$ cat src/rtl/mux_rr_fifo.sv
// N-channel to 1 multiplexer: one small FIFO per input channel, drained by a
// registered output stage in work-conserving round-robin or fixed-slot TDM order.
module mux_rr_fifo #(
  parameter  int NUM_CH     = 4,
  parameter  int DATA_WIDTH = 8,
  parameter  int FIFO_DEPTH = 4,
  parameter  int MODE       = 0,
  localparam int CH_W       = (NUM_CH > 1) ? $clog2(NUM_CH) : 1
) (
  input  logic                         clk,
  input  logic                         reset,
  input  logic [NUM_CH*DATA_WIDTH-1:0] data_in,
  input  logic [NUM_CH-1:0]            valid_in,
  output logic [NUM_CH-1:0]            ready_in,
  input  logic                         ready_out,
  output logic [DATA_WIDTH-1:0]        data_out,
  output logic                         valid_out,
  output logic [CH_W-1:0]              ch_out,
  output logic [NUM_CH-1:0]            overflow
);

  localparam int AW = (FIFO_DEPTH > 1) ? $clog2(FIFO_DEPTH) : 1;
  localparam int CW = AW + 1;

  logic [NUM_CH-1:0]     nonempty;
  logic [NUM_CH-1:0]     push;
  logic [NUM_CH-1:0]     pop;
  logic [DATA_WIDTH-1:0] head [NUM_CH];

  logic                  advance;
  logic                  sel_found;
  logic [CH_W-1:0]       sel_ch;
  logic [CH_W-1:0]       sel_next;
  logic [CH_W-1:0]       slot_next;
  logic [CH_W-1:0]       rr_ptr_reg;
  logic [CH_W-1:0]       slot_reg;

  assign advance = !valid_out || ready_out;

  genvar gi;
  generate
    for (gi = 0; gi < NUM_CH; gi++) begin : g_ch
      logic [DATA_WIDTH-1:0] mem [FIFO_DEPTH];
      logic [AW-1:0]         wr_ptr_reg;
      logic [AW-1:0]         rd_ptr_reg;
      logic [CW-1:0]         count_reg;
      logic                  overflow_reg;

      // Full is judged on cycle-start occupancy, so a pop never frees a slot for the same edge.
      assign ready_in[gi] = count_reg < CW'(FIFO_DEPTH);
      assign nonempty[gi] = count_reg != '0;
      assign push[gi]     = valid_in[gi] && ready_in[gi];
      assign pop[gi]      = advance && sel_found && (sel_ch == CH_W'(gi));
      assign head[gi]     = mem[rd_ptr_reg];
      assign overflow[gi] = overflow_reg;

      always_ff @(posedge clk) begin
        if (push[gi] && !reset) begin
          mem[wr_ptr_reg] <= data_in[gi*DATA_WIDTH +: DATA_WIDTH];
        end
      end

      always_ff @(posedge clk) begin
        if (reset) begin
          wr_ptr_reg   <= '0;
          rd_ptr_reg   <= '0;
          count_reg    <= '0;
          overflow_reg <= 1'b0;
        end else begin
          if (push[gi]) begin
            wr_ptr_reg <= wr_ptr_reg + AW'(1);
          end
          if (pop[gi]) begin
            rd_ptr_reg <= rd_ptr_reg + AW'(1);
          end
          case ({push[gi], pop[gi]})
            2'b10:   count_reg <= count_reg + CW'(1);
            2'b01:   count_reg <= count_reg - CW'(1);
            default: count_reg <= count_reg;
          endcase
          if (valid_in[gi] && !ready_in[gi]) begin
            overflow_reg <= 1'b1;
          end
        end
      end
    end
  endgenerate

  // Grant selection: rotating priority scan from rr_ptr, or the single TDM slot.
  always_comb begin : sel_comb
    int              idx;
    logic [CH_W-1:0] cand;
    sel_found = 1'b0;
    sel_ch    = '0;
    idx       = 0;
    cand      = '0;
    if (MODE == 0) begin
      for (int k = 0; k < NUM_CH; k++) begin
        idx = int'(rr_ptr_reg) + k;
        if (idx >= NUM_CH) begin
          idx = idx - NUM_CH;
        end
        cand = CH_W'(idx);
        if (!sel_found && nonempty[cand]) begin
          sel_found = 1'b1;
          sel_ch    = cand;
        end
      end
    end else begin
      sel_found = nonempty[slot_reg];
      sel_ch    = slot_reg;
    end
  end

  assign sel_next  = (sel_ch == CH_W'(NUM_CH - 1)) ? '0 : sel_ch + CH_W'(1);
  assign slot_next = (slot_reg == CH_W'(NUM_CH - 1)) ? '0 : slot_reg + CH_W'(1);

  always_ff @(posedge clk) begin
    if (reset) begin
      data_out   <= '0;
      valid_out  <= 1'b0;
      ch_out     <= '0;
      rr_ptr_reg <= '0;
      slot_reg   <= '0;
    end else if (advance) begin
      valid_out <= sel_found;
      data_out  <= sel_found ? head[sel_ch] : '0;
      if (MODE == 0) begin
        // An idle round-robin cycle keeps the last source and scan position.
        if (sel_found) begin
          ch_out     <= sel_ch;
          rr_ptr_reg <= sel_next;
        end
      end else begin
        ch_out   <= slot_reg;
        slot_reg <= slot_next;
      end
    end
  end

endmodule

$ cat config.mk
export PLATFORM = sky130hd
export DESIGN_NAME = mux_rr_fifo
export DESIGN_NICKNAME = d
export VERILOG_FILES = /design/src/rtl/mux_rr_fifo.sv
export SDC_FILE = /design/constraint.sdc
export NUM_CORES = 1
export LEC_CHECK = 0
export ABC_CLOCK_PERIOD_IN_PS = 9800
export CAP_MARGIN = 30
export CORE_MARGIN = 5
export CORE_UTILIZATION = 60
export CTS_CLUSTER_DIAMETER = 80
export DETAILED_ROUTE_END_ITERATION = 12
export PLACE_DENSITY_LB_ADDON = 0.12
export SYNTH_ARGS = -nofsm -noshare
export SYNTH_HDL_FRONTEND = slang
export SYNTH_SLANG_ARGS = --single-unit
$ cat constraint.sdc
create_clock -name clk -period 9.8 [get_ports clk]
set_clock_uncertainty 0.2 [all_clocks]
set_input_delay 1.96 -clock clk [delete_from_list [all_inputs] [get_ports clk]]
set_output_delay 1.96 -clock clk [all_outputs]
set_load 0.01 [all_outputs]
Yosys cells after proc, flatten, opt, wreduce, memory -nomap -nowiden
Memories as Yosys holds them, arrays and structs flattened. A register that Yosys moved wholly into a read port is not among the register bits. Cells that the tools add are included.

Bits in registers: 45. Memory bits (writable): 128. Input bits: 39. Output and inout bits: 19. Logic and storage cells: 158. Memories: 4.

Add/subtract/negate cells: 24. Magnitude comparators: 13. Equality and inequality tests: 11. Multiplexer cells: 45. Bitwise operators: 1. Reductions and logical operators: 40.

Memory list: g_ch[0].mem (depth 4, width 8, read ports 1, clocked after memory_dff 1, write ports 1, line 43) `logic [DATA_WIDTH-1:0] mem [FIFO_DEPTH];`; g_ch[1].mem (depth 4, width 8, read ports 1, clocked after memory_dff 1, write ports 1, line 43); g_ch[2].mem (depth 4, width 8, read ports 1, clocked after memory_dff 1, write ports 1, line 43); g_ch[3].mem (depth 4, width 8, read ports 1, clocked after memory_dff 1, write ports 1, line 43).

Operators with widths (number): two-way mux 2 bit (17); two-way mux 8 bit (3); one-hot mux 3 bit (2 select lines) (4); logical AND 1 bit (20); adder 2 x 1 -> 2 bit (second input constant) (9); binary-select mux 8 bit (select 2 bit) (1); two-way mux 1 bit (16); adder 3 x 1 -> 3 bit (second input constant) (4); == test 2 bit (second input constant) (6); greater-or-equal comparator 3 bit (second input constant) (4); less-than comparator 2 x 3 -> 1 bit (second input constant) (4); less-than comparator 3 bit (second input constant) (4); nonzero test 3 bit (4); subtractor 3 x 1 -> 3 bit (second input constant) (4); == test 2 x 1 -> 1 bit (second input constant) (5); zero test 1 bit (9); binary-select mux 1 bit (select 2 bit) (4); nonzero test 2 bit (4); subtractor 2 x 1 -> 2 bit (second input constant) (4); adder 2 x 2 -> 3 bit (second input constant) (2); adder 2 x 1 -> 3 bit (second input constant) (1); greater-or-equal comparator 2 x 3 -> 1 bit (second input constant) (1); inverter 2 -> 3 bit (1); zero test 2 bit (1); other kinds (2) (2).

Logic depth before layout (Yosys ltp)
Gate-level depths: netlist (run 1).

Depth after elaboration: 19. Depth in mapped cells: 13. Gate-level depth less buffers: 12.

Worst setup path before layout (run 1)
Ideal clock, no wire load.

Path kind: input to register. Start point: input ready_out. End point: register g_ch[1].count_reg[2]. Library setup time: 71 ps. Arrival time: 3905 ps. Data required time: 9529 ps. Slack: 5624 ps. Stages on the path: 11. Path buffers: 1. Path through: nor2b_1 -> clkbuf_1 -> a31oi_1 -> nand3_1 -> inv_1 -> ha_1 -> inv_1 -> fa_1 -> xor2_1 -> or3_1 -> a21oi_1.

Longest elaborated chain between the ends: 5. Elaborated cells on any way between the ends: 7. Classes of those cells: 2 x eq/ne; 1 x mux; 4 x reduce/logical.

Ends and longest elaborated chain: start, declared (line 15) `input logic ready_out,`; logical OR 1 bit (*) (line 38) `assign advance = !valid_out || ready_out;`; logical AND 1 bit (*) (2 in a row) (line 53) `assign pop[gi] = advance && sel_found && (sel_ch == CH_W'(gi));`; named net pop[1] (line 27) `logic [NUM_CH-1:0] pop;`; == test 2 x 1 -> 1 bit / == test 2 bit (equally long branches) (line 76) `case ({push[gi], pop[gi]})`; one-hot mux 3 bit (2 select lines) / nonzero test 2 bit (equally long branches); end signal, assigned (line 77) `2'b10: count_reg <= count_reg + CW'(1);`; end signal, assigned (line 78) `2'b01: count_reg <= count_reg - CW'(1);`; end signal, assigned (line 79) `default: count_reg <= count_reg;`; end, declared (line 46) `logic [CW-1:0] count_reg;`.

The timed path passes the listed nets; every way through them passes the cells marked *. A chain may end at the register's enable or synchronous reset.

Final worst setup path (run 1)
Same ends and word-level chain as after synthesis.

==> results of run 1 <==
## kinds of logic after synthesis
family,synth area share
buffers and inverters,0.03456
XOR/XNOR,0.02360
multiplexers,0.1124
flip-flops,0.6608
AO/OA/AOI/OAI,0.04754
adder cells (fa/ha/maj),0.04619
AND/OR/NAND/NOR,0.07485
## per-stage QoR
step / power (mW) / setup WS (ps) / hold WS, ps
after floorplan: 1.692 / 5624 / 238.0
after global placement: 1.873 / 5061 / 247.0
after detailed placement: 1.902 / 4986 / 245.9
after CTS: 2.566 / 5423 / 253.0
after global routing: 2.706 / 5190 / 284.8
final: 2.552 / 5383 / 250.0
## worst reg2reg max path: stages, from the launching register on
cell      delay, ps
dfxtp_1         380
nor3_2          380
o221ai_1        200
a21oi_2         620
buf_4           350
nand3_1         140
inv_1            90
ha_1            170
inv_1            60
fa_1            370
xor2_1          160
or3_1           300
a21oi_1         140
## placed cells by master (no fill, tap or decap), drive strengths merged, types with 3 or more instances in the layout
master,n
a21oi,32
a221o,5
a22oi,3
and2,17
buf,4
clkbuf,21
clkdlybuf4s50,56
clkinv,8
dfxtp,53
edfxtp,128
fa,4
ha,21
inv,34
mux2,3
mux2i,8
mux4,32
nand2,11
nand2b,5
nor2,48
nor2b,5
nor3,5
o21ai,4
o22ai,3
or3,7
xnor2,9
xor2,11
## power breakdown
group | total [mW] | switching (mW) | leakage (nW) | internal (mW)
Combinational | 0.886 | 0.484 | 1.08 | 0.402
Sequential | 1.00 | 0.0822 | 1.60 | 0.921
Clock | 0.662 | 0.264 | 0.293 | 0.398
## layer usage
| layer | vias to the layer above | GRT usage | wire, microns |
|---|---|---|---|
| met5 | - | 0 | 0 |
| met4 | 0 | 0.05602 | 180 |
| met3 | 16 | 0.05361 | 515 |
| met2 | 72 | 0.3237 | 6734 |
| met1 | 1969 | 0.2523 | 5632 |
| li1 | 1884 | - | - |
## area by class of cell
cell class | instances | area [sq um]
inverter | 34 | 127.6
timing repair buffer | 60 | 588.1
tap | 168 | 210.2
clock inverter | 11 | 105.1
sequential | 181 | 4905
clock buffer | 21 | 480.5
multi-input combinational | 246 | 2261
fill | 794 | 3385
## final timing paths
path	endpoint	from	slack (ps)	cells after the start
hold reg to reg	data_out[7]	data_out[7]	250	2
setup reg to reg	g_ch[1].count_reg[2]	g_ch[0].count_reg[2]	6170	12
hold / removal	data_out[7]	data_out[7]	250	2
setup / recovery	g_ch[1].count_reg[2]	ready_out	5380	11
## Yosys cell counts, types with 4 or more instances
| master | n | share of area |
|---|---|---|
| a21oi_1 | 29 | 0.020 |
| a221o_1 | 5 | 0.0067 |
| and2_1 | 17 | 0.014 |
| buf_1 | 8 | 0.0040 |
| buf_4 | 6 | 0.0061 |
| clkbuf_1 | 7 | 0.0035 |
| dfxtp_1 | 53 | 0.14 |
| edfxtp_1 | 128 | 0.52 |
| fa_1 | 4 | 0.011 |
| ha_1 | 21 | 0.035 |
| inv_1 | 33 | 0.017 |
| mux2i_1 | 8 | 0.011 |
| mux4_2 | 32 | 0.097 |
| nand2_1 | 11 | 0.0056 |
| nand2b_1 | 5 | 0.0042 |
| nor2_1 | 48 | 0.024 |
| nor2b_1 | 5 | 0.0042 |
| o21ai_0 | 4 | 0.0027 |
| or3_1 | 6 | 0.0051 |
| xnor2_1 | 9 | 0.011 |
| xor2_1 | 11 | 0.013 |
==> impl_metrics.csv, run 1 <==
group,metric,value,unit
place,place_area,0.008092,sq mm
detailed_routing,drt_iter0_drc,246,
clock_network,cts_made_buffers,17,
cells_and_area,layout.nets,604,
detailed_routing,vias,3941,
setup_path,worst_ep_arrival_time,4570,ps
setup_path,path_cells,"clkdlybuf4s50_1 -> nor2b_1 -> a31oi_1 -> nand3_1 -> inv_1 -> ha_1 -> inv_1 -> fa_1 -> xor2_1 -> or3_1 -> a21oi_1",
cells_and_area,diodes,0,
sta,max_freq,0.2264,GHz
sta,relSlewSlack,0.5148,
clock_network,cts.sinks,181,
sta,slew_viol_final,0,
floorplanning,ios,58,
sta,finalSetupViolations,0,
pwr,ir_drop,0.0001706,V
clock_network,htree_levels,4,
place,io_buffers,57,
place,placed_cells,689,
clock_network,clock_latency,420,ps
sta,rsz0062_at_grt,"no",
clock_network,cts_root_buffer,"clkbuf_16",
setup_path,worstSetupEndpointType,"register",
clock_network,hold_buffers,0,
global_route,grt_pass1_vias,4162,
synth,syn_area_per_cell,15.30,sq um
setup_path,cp_common_cell,"inv_1",
synth,seq_area_frac_synth,0.6608,
sta,worst-slew-pin-transition,727.8,ps
detailed_routing,ant_nets,0,
setup_path,crit_type,"input pin to register",
pwr,power.leakage,2.968,nW
sta,tns,0,ps
global_route,grt_overflow_total,0,
detailed_routing,wl,13060,microns
synth,ys_warn_count,0,
floorplanning,die_y,121.2,microns
floorplanning,start_util,0.6154,
sta,hold_viol_final,0,
clock_network,postCtsSetupBuffers,0,
place,gp_congestion,0.8217,
clock_network,clock_path_buffers,2,
detailed_routing,dr.pass1.iters,4,
setup_path,required,9950,ps
setup_path,cp_top_family,"simple AND/OR/NAND/NOR gates",
synth,synth_top_flop_cell,"edfxtp_1",
min_path,min_path_type,"register to register",
pwr,power_density,294.1,mW/mm^2
setup_path,cp_max_fo,11,
sta,final.min_clock_period,4417,ps
synth,synth_edf_count,128,
cells_and_area,utilization,0.7194,
synth,netlist_area,0.007422,sq mm
setup_path,critPathBufInv,3,
cells_and_area,layout.cells.non_filler,721,
setup_path,crit_path_start_kind,"input pin",
global_route,track_usage,0.1943,
cells_and_area,drive_gt1_frac,0.1447,
synth,ys_ff_latch,181,
status,status,"finished clean",
floorplanning,fp.dieArea,0.01469,sq mm
clock_network,post_cts_resized,0,
detailed_routing,via_per_inst,5.466,
global_route,antenna_found_initial,0,
floorplanning,die_w,121.2,microns
floorplanning,core,0.01206,sq mm
synth,syn_inst,485,
cells_and_area,syn2layout_area_growth,16.91,%
global_route,grt_pass1_wl,21300,microns
floorplanning,rows,40,
detailed_routing,post-route-drc-count,0,
synth,synth_fp_nets,549,
detailed_routing,wire_per_inst,18.12,microns
global_route,grt_max_degree,55,
setup_path,cpPeakStageDelay,500,ps
clock_network,cts_tree,"yes",
synth,synth_cell_types,43,
cells_and_area,fin_area,0.008677,sq mm
sta,fin_crit_sh,0.4507,
job,drv_cap,0,
clock_network,clk_pin_slew,60,ps
setup_path,crit_path_top_delay_cell,"a31oi_1",
place,hpwl,9140,microns
synth,ys_async_sr_fraction,0,
cells_and_area,largest_reg_flops,128,
Power figures use the tool's default switching activity.
==> run 2: changes to the inputs <==
--- a/config.mk
+++ b/config.mk
@@ -5,10 +5,10 @@
 export SDC_FILE = /design/constraint.sdc
 export NUM_CORES = 1
 export LEC_CHECK = 0
-export ABC_CLOCK_PERIOD_IN_PS = 9800
+export ABC_CLOCK_PERIOD_IN_PS = 4620
 export CAP_MARGIN = 30
 export CORE_MARGIN = 5
-export CORE_UTILIZATION = 60
+export CORE_UTILIZATION = 58
 export CTS_CLUSTER_DIAMETER = 80
 export DETAILED_ROUTE_END_ITERATION = 12
 export PLACE_DENSITY_LB_ADDON = 0.12
==> constraint.sdc (replaced) <==
create_clock -name clk -period 4.62 [get_ports clk]
set_clock_uncertainty 0.2 [all_clocks]
set_input_delay 0.924 -clock clk [delete_from_list [all_inputs] [get_ports clk]]
set_output_delay 0.924 -clock clk [all_outputs]
set_load 0.01 [all_outputs]
==> run 2 against run 1 <==
  * Via count is 0.25% lower
  * Sequential cell count is the same
  * Setup slack worse by 4100 ps
  * Clock-buffer cell count decreased by 1
  * Critical path depth unchanged
  * Core utilization fell by 2.9 points
  * Clock power is 110% higher
  * Power grew 110%
  * Sequential power grew 110%
  * Register-to-register slack lost 4900 ps
==> impl_metrics.csv, run 2 (same netlist as run 1, synthesis figures left out) <==
group,metric,value,unit
sta,whs,257.2,ps
setup_path,worstSetupEndpointType,"register",
global_route,track_usage,0.1918,
pwr,p_total,5.401,mW
detailed_routing,via_per_inst,5.407,
floorplanning,core,0.01257,sq mm
floorplanning,start_util,0.5905,
global_route,antenna_found_initial,0,
sta,slew_viol_final,0,
cells_and_area,final_common_cell,"edfxtp_1",
sta,tns,0,ps
cells_and_area,utilization,0.6906,
pwr,clockPowerShare,0.255,
pwr,p_comb_frac,0.351,
clock_network,clock_latency,420,ps
cells_and_area,regArea,0.004905,sq mm
cells_and_area,final_cell_mix,"128 x edfxtp_1, 56 x clkdlybuf4s50_1, 53 x dfxtp_1, 48 x nor2_1, 33 x inv_1",
place,io_buffers,57,
floorplanning,rows,41,
sta,max_freq,0.2953,GHz
detailed_routing,post-route-drc-count,0,
pwr,power.share.sequential,0.394,
place,gp_congestion,0.7926,
setup_path,cp_max_fo,11,
pwr,power.leakage,2.951,nW
sta,relSlewSlack,0.4901,
setup_path,r2r-start,"g_ch[1].count_reg[2]",
global_route,grt_pass1_vias,4094,
sta,final.min_clock_period,3386,ps
pwr,ir_drop,0.0003122,V
setup_path,cp_top_family,"simple AND/OR/NAND/NOR gates",
clock_network,cts_root_buffer,"clkbuf_16",
cells_and_area,fillers,880,
pwr,switching_share,0.3303,
clock_network,cts.sinks,181,
clock_network,clock_path_buffers,2,
cells_and_area,multi_input_area,0.002261,sq mm
clock_network,cts_made_buffers,17,
clock_network,postCtsSetupBuffers,0,
detailed_routing,drt_iter0_drc,274,
setup_path,required,4760,ps
floorplanning,die_w,123.1,microns
clock_network,clk_pin_slew,60,ps
global_route,grt_max_degree,28,
sta,worst-slew-pin-transition,763.2,ps
setup_path,worst_ep_arrival_time,3530,ps
cells_and_area,diodes,0,
sta,hold_viol_final,0,
place,hpwl,9503,microns
floorplanning,die_y,123.1,microns
cells_and_area,layout.nets,606,
min_path,worstHoldStart,"data_out[1]",
detailed_routing,wl,13390,microns
sta,finalSetupViolations,0,
setup_path,critPathBufInv,3,
setup_path,crit_type,"input pin to register",
global_route,grt_pass1_wl,21200,microns
sta,rsz0062_at_grt,"no",
setup_path,cpPeakStageDelay,480,ps
setup_path,cp_common_cell,"inv_1",
min_path,min_path_type,"register to register",
setup_path,crit_path_top_delay_cell,"a31oi_1",
cells_and_area,syn2layout_area_growth,16.94,%
status,status,"finished clean",
clock_network,cts_tree,"yes",
detailed_routing,dr.pass1.iters,4,
floorplanning,ios,58,
clock_network,post_cts_resized,0,
pwr,intPower,3.617,mW
setup_path,crit_start,"ready_out",
detailed_routing,vias,3931,
clock_network,hold_buffers,0,
pwr,power_density,622.3,mW/mm^2
cells_and_area,largest_reg_flops,128,
detailed_routing,wire_per_inst,18.42,microns
setup_path,crit_path_start_kind,"input pin",
detailed_routing,ant_nets,0,
setup_path,path_cells,"clkdlybuf4s50_1 -> nor2b_1 -> a31oi_1 -> nand3_1 -> inv_1 -> ha_1 -> inv_1 -> fa_1 -> xor2_1 -> or3_1 -> a21oi_1",
cells_and_area,drive_gt1_frac,0.1459,
sta,fin_crit_sh,0.7330,
pwr,power.switching,1.784,mW
job,drv_cap,0,
clock_network,htree_levels,4,
global_route,grt_overflow_total,0,
floorplanning,fp.dieArea,0.01516,sq mm
-- run 2: layout make-up --
class	count	area share
multi-input combinational	246	0.2605
clock inverter	12	0.01514
clock buffer	20	0.05031
sequential	181	0.5651
inverter	34	0.01470
tap	172	0.02479
timing repair buffer	62	0.06948
-- run 2: worst paths after layout --
check	cells past startpoint	slack, ps	to
min	2	260	data_out[1]
min reg2reg	2	260	data_out[1]
max	11	1230	g_ch[1].count_reg[2]
max reg2reg	12	1230	g_ch[3].count_reg[2]
-- run 2: power groups by stage --
stage | registers, mW | logic (mW) | clock network [mW]
2_1_floorplan | 2.09 | 1.50 | 0
3_3_place_gp | 2.15 | 1.85 | 0
3_5_place_dp | 2.17 | 1.90 | 0
4_1_cts | 2.13 | 1.92 | 1.39
5_1_grt | 2.16 | 2.10 | 1.48
6_report | 2.13 | 1.90 | 1.38
-- run 2: metrics by stage --
stage	instance area (sq um)	setup WS (ps)	instances
2_1_floorplan	7422	1480	485
3_3_place_gp	8112	920.3	695
3_5_place_dp	8112	825.1	695
4_1_cts	8680	1244	727
5_1_grt	8680	1019	727
6_report	8680	1234	727
-- run 2: layer usage --
layer	routed length, microns	vias up	track usage
li1	-	1888	-
met1	5800	1958	0.2493
met2	6871	65	0.3174
met3	522	20	0.05261
met4	194	0	0.05952
met5	0	-	0
-- run 2: worst register-to-register path, stage by stage, from the launching register on --
cell      delay (ps)
dfxtp_1          350
or3_1            480
a211oi_2         260
o32ai_2          130
inv_2            240
ha_1             250
and2_1           180
ha_1             190
inv_1             60
fa_1             370
xor2_1           160
or3_1            310
a21oi_1          140
==> run 3: changes to the inputs <==
--- a/config.mk
+++ b/config.mk
@@ -5,7 +5,7 @@
 export SDC_FILE = /design/constraint.sdc
 export NUM_CORES = 1
 export LEC_CHECK = 0
-export ABC_CLOCK_PERIOD_IN_PS = 4620
+export ABC_CLOCK_PERIOD_IN_PS = 3400
 export CAP_MARGIN = 30
 export CORE_MARGIN = 5
 export CORE_UTILIZATION = 58
==> constraint.sdc (replaced) <==
create_clock -name clk -period 3.4 [get_ports clk]
set_clock_uncertainty 0.2 [all_clocks]
set_input_delay 0.68 -clock clk [delete_from_list [all_inputs] [get_ports clk]]
set_output_delay 0.68 -clock clk [all_outputs]
set_load 0.01 [all_outputs]
==> run 3 against run 2 <==
  * Sequential power grew 35%
  * Clock-buffer cell count is the same
  * Worst hold slack lost 7.6 ps
  * Critical path depth grew 1
  * Cell count grew 1.2%
  * Sequential cell count is the same
  * Power grew 39%
  * Core utilization grew 0.58 points
  * Combinational power grew 43%
  * Global-route usage grew 0.43 points
  * Critical path type is now register to register
  * Critical endpoint is now g_ch[3].count_reg[2]
  * Largest cell class unchanged
  * Largest power group unchanged
==> impl_metrics.csv, run 3 (same netlist as run 1, synthesis figures left out) <==
group,metric,value,unit
clock_network,clk_pin_slew,60,ps
pwr,ir_drop,0.0005202,V
sta,tns,0,ps
detailed_routing,vias,4005,
setup_path,worst_ep_arrival_time,3310,ps
sta,hold_viol_final,0,
setup_path,path_cells,"or3_1 -> a211oi_2 -> o32ai_2 -> inv_2 -> ha_1 -> and2_1 -> ha_1 -> inv_1 -> fa_1 -> xor2_1 -> or3_1 -> a21oi_1",
clock_network,clock_latency,420,ps
setup_path,critPathBufInv,2,
clock_network,postCtsSetupBuffers,0,
sta,worst-slew-pin-transition,583.5,ps
floorplanning,ios,58,
setup_path,required,3550,ps
cells_and_area,diodes,0,
clock_network,cts_made_buffers,17,
clock_network,clock_path_buffers,2,
detailed_routing,post-route-drc-count,0,
setup_path,cpPeakStageDelay,430,ps
floorplanning,die_w,123.1,microns
cells_and_area,multi_input_area,0.002261,sq mm
cells_and_area,layout.nets,615,
sta,whs,249.5,ps
global_route,track_usage,0.1961,
min_path,worstHoldStart,"data_out[4]",
pwr,power.leakage,3.005,nW
place,place_ws,168.4,ps
setup_path,reg2reg_slack,230,ps
floorplanning,start_util,0.5905,
floorplanning,rows,41,
detailed_routing,wl,13620,microns
setup_path,crit_path_start_kind,"register",
setup_path,worstSetupEndpointType,"register",
clock_network,cts_tree,"yes",
setup_path,cp_top_family,"simple AND/OR/NAND/NOR gates",
detailed_routing,ant_nets,0,
sta,relSlewSlack,0.6104,
clock_network,htree_levels,4,
place,hpwl,9537,microns
min_path,min_path_cells,2,
global_route,antenna_found_initial,0,
sta,slew_viol_final,0,
cells_and_area,drive_gt1_frac,0.1578,
sta,finalSetupViolations,0,
setup_path,cp_max_fo,8,
sta,max_freq,0.3159,GHz
global_route,grt_max_degree,22,
detailed_routing,dr.pass1.iters,4,
global_route,grt_overflow_total,0,
cells_and_area,largest_reg_flops,128,
setup_path,r2r-start,"g_ch[1].count_reg[0]",
cells_and_area,fin_area,0.008752,sq mm
min_path,min_path_type,"register to register",
global_route,grt_pass1_wl,21730,microns
place,gp_congestion,0.7939,
cells_and_area,regArea,0.004905,sq mm
min_path,min_to,"data_out[4]",
setup_path,crit_type,"register to register",
detailed_routing,via_per_inst,5.442,
detailed_routing,drt_iter0_drc,203,
sta,rsz0062_at_grt,"no",
cells_and_area,final_cell_mix,"128 x edfxtp_1, 56 x clkdlybuf4s50_1, 53 x dfxtp_1, 48 x nor2_1, 33 x inv_1",
floorplanning,fp.dieArea,0.01516,sq mm
status,status,"finished clean",
place,io_buffers,57,
sta,fin_crit_sh,0.9309,
clock_network,hold_buffers,0,
setup_path,crit_path_top_delay_cell,"or3_1",
sta,setup_ws,234.9,ps
floorplanning,core,0.01257,sq mm
floorplanning,die_y,123.1,microns
place,place_area,0.008179,sq mm
clock_network,post_cts_resized,0,
sta,final.min_clock_period,3165,ps
clock_network,cts_root_buffer,"clkbuf_16",
pwr,p_total,7.494,mW
cells_and_area,final_common_cell,"edfxtp_1",
setup_path,crit_start,"g_ch[1].count_reg[0]",
detailed_routing,wire_per_inst,18.50,microns
clock_network,cts.sinks,181,
setup_path,reg2reg_depth,12,
cells_and_area,fillers,847,
setup_path,reg2reg_to,"g_ch[3].count_reg[2]",
global_route,grt_pass1_vias,4229,
cells_and_area,syn2layout_area_growth,17.92,%
pwr,power_density,856.2,mW/mm^2
job,drv_cap,0,
run 3: worst max path at each step:
stage	to	slack, ps	depth (start not counted)
2_1_floorplan	g_ch[3].count_reg[2]	320	13
3_3_place_gp	g_ch[2].count_reg[2]	230	10
3_5_place_dp	g_ch[2].count_reg[2]	170	10
4_1_cts	g_ch[3].count_reg[2]	240	12
5_1_grt	g_ch[3].count_reg[2]	60	12
6_report	g_ch[3].count_reg[2]	230	12
run 3: power by group:
part           switching (mW)  internal, mW
Combinational            1.47          1.25
Sequential              0.220          2.66
Clock                   0.760          1.14
Total                    2.45          5.05
run 3: per-stage QoR:
stage | util | cells
6_report | 0.6964 | 736
5_1_grt | 0.6964 | 736
4_1_cts | 0.6964 | 736
3_5_place_dp | 0.6508 | 704
3_3_place_gp | 0.6508 | 704
2_1_floorplan | - | 485
run 3: area by class of cell:
cell class	instances	area share
sequential	181	0.5604
clock inverter	12	0.01558
tap	172	0.02459
clock buffer	20	0.04989
multi-input combinational	246	0.2583
timing repair buffer	71	0.07663
inverter	34	0.01458
run 3: routing by layer:
| layer | track usage | vias up | part of all wire |
|---|---|---|---|
| met5 | 0 | - | 0 |
| met2 | 0.3282 | 70 | 0.51 |
| li1 | - | 1905 | - |
| met3 | 0.04529 | 17 | 0.035 |
| met1 | 0.2556 | 2013 | 0.44 |
| met4 | 0.06436 | 0 | 0.015 |
run 3: worst register-to-register path: cells and delay by family, from the launching register on:
family / cells / cell delay [ps]
AO/OA/AOI/OAI: 3 / 510
buffers and inverters: 2 / 220
XOR/XNOR: 1 / 160
adder cells (fa/ha/maj): 3 / 770
AND/OR/NAND/NOR: 3 / 920
flip-flops: 1 / 330
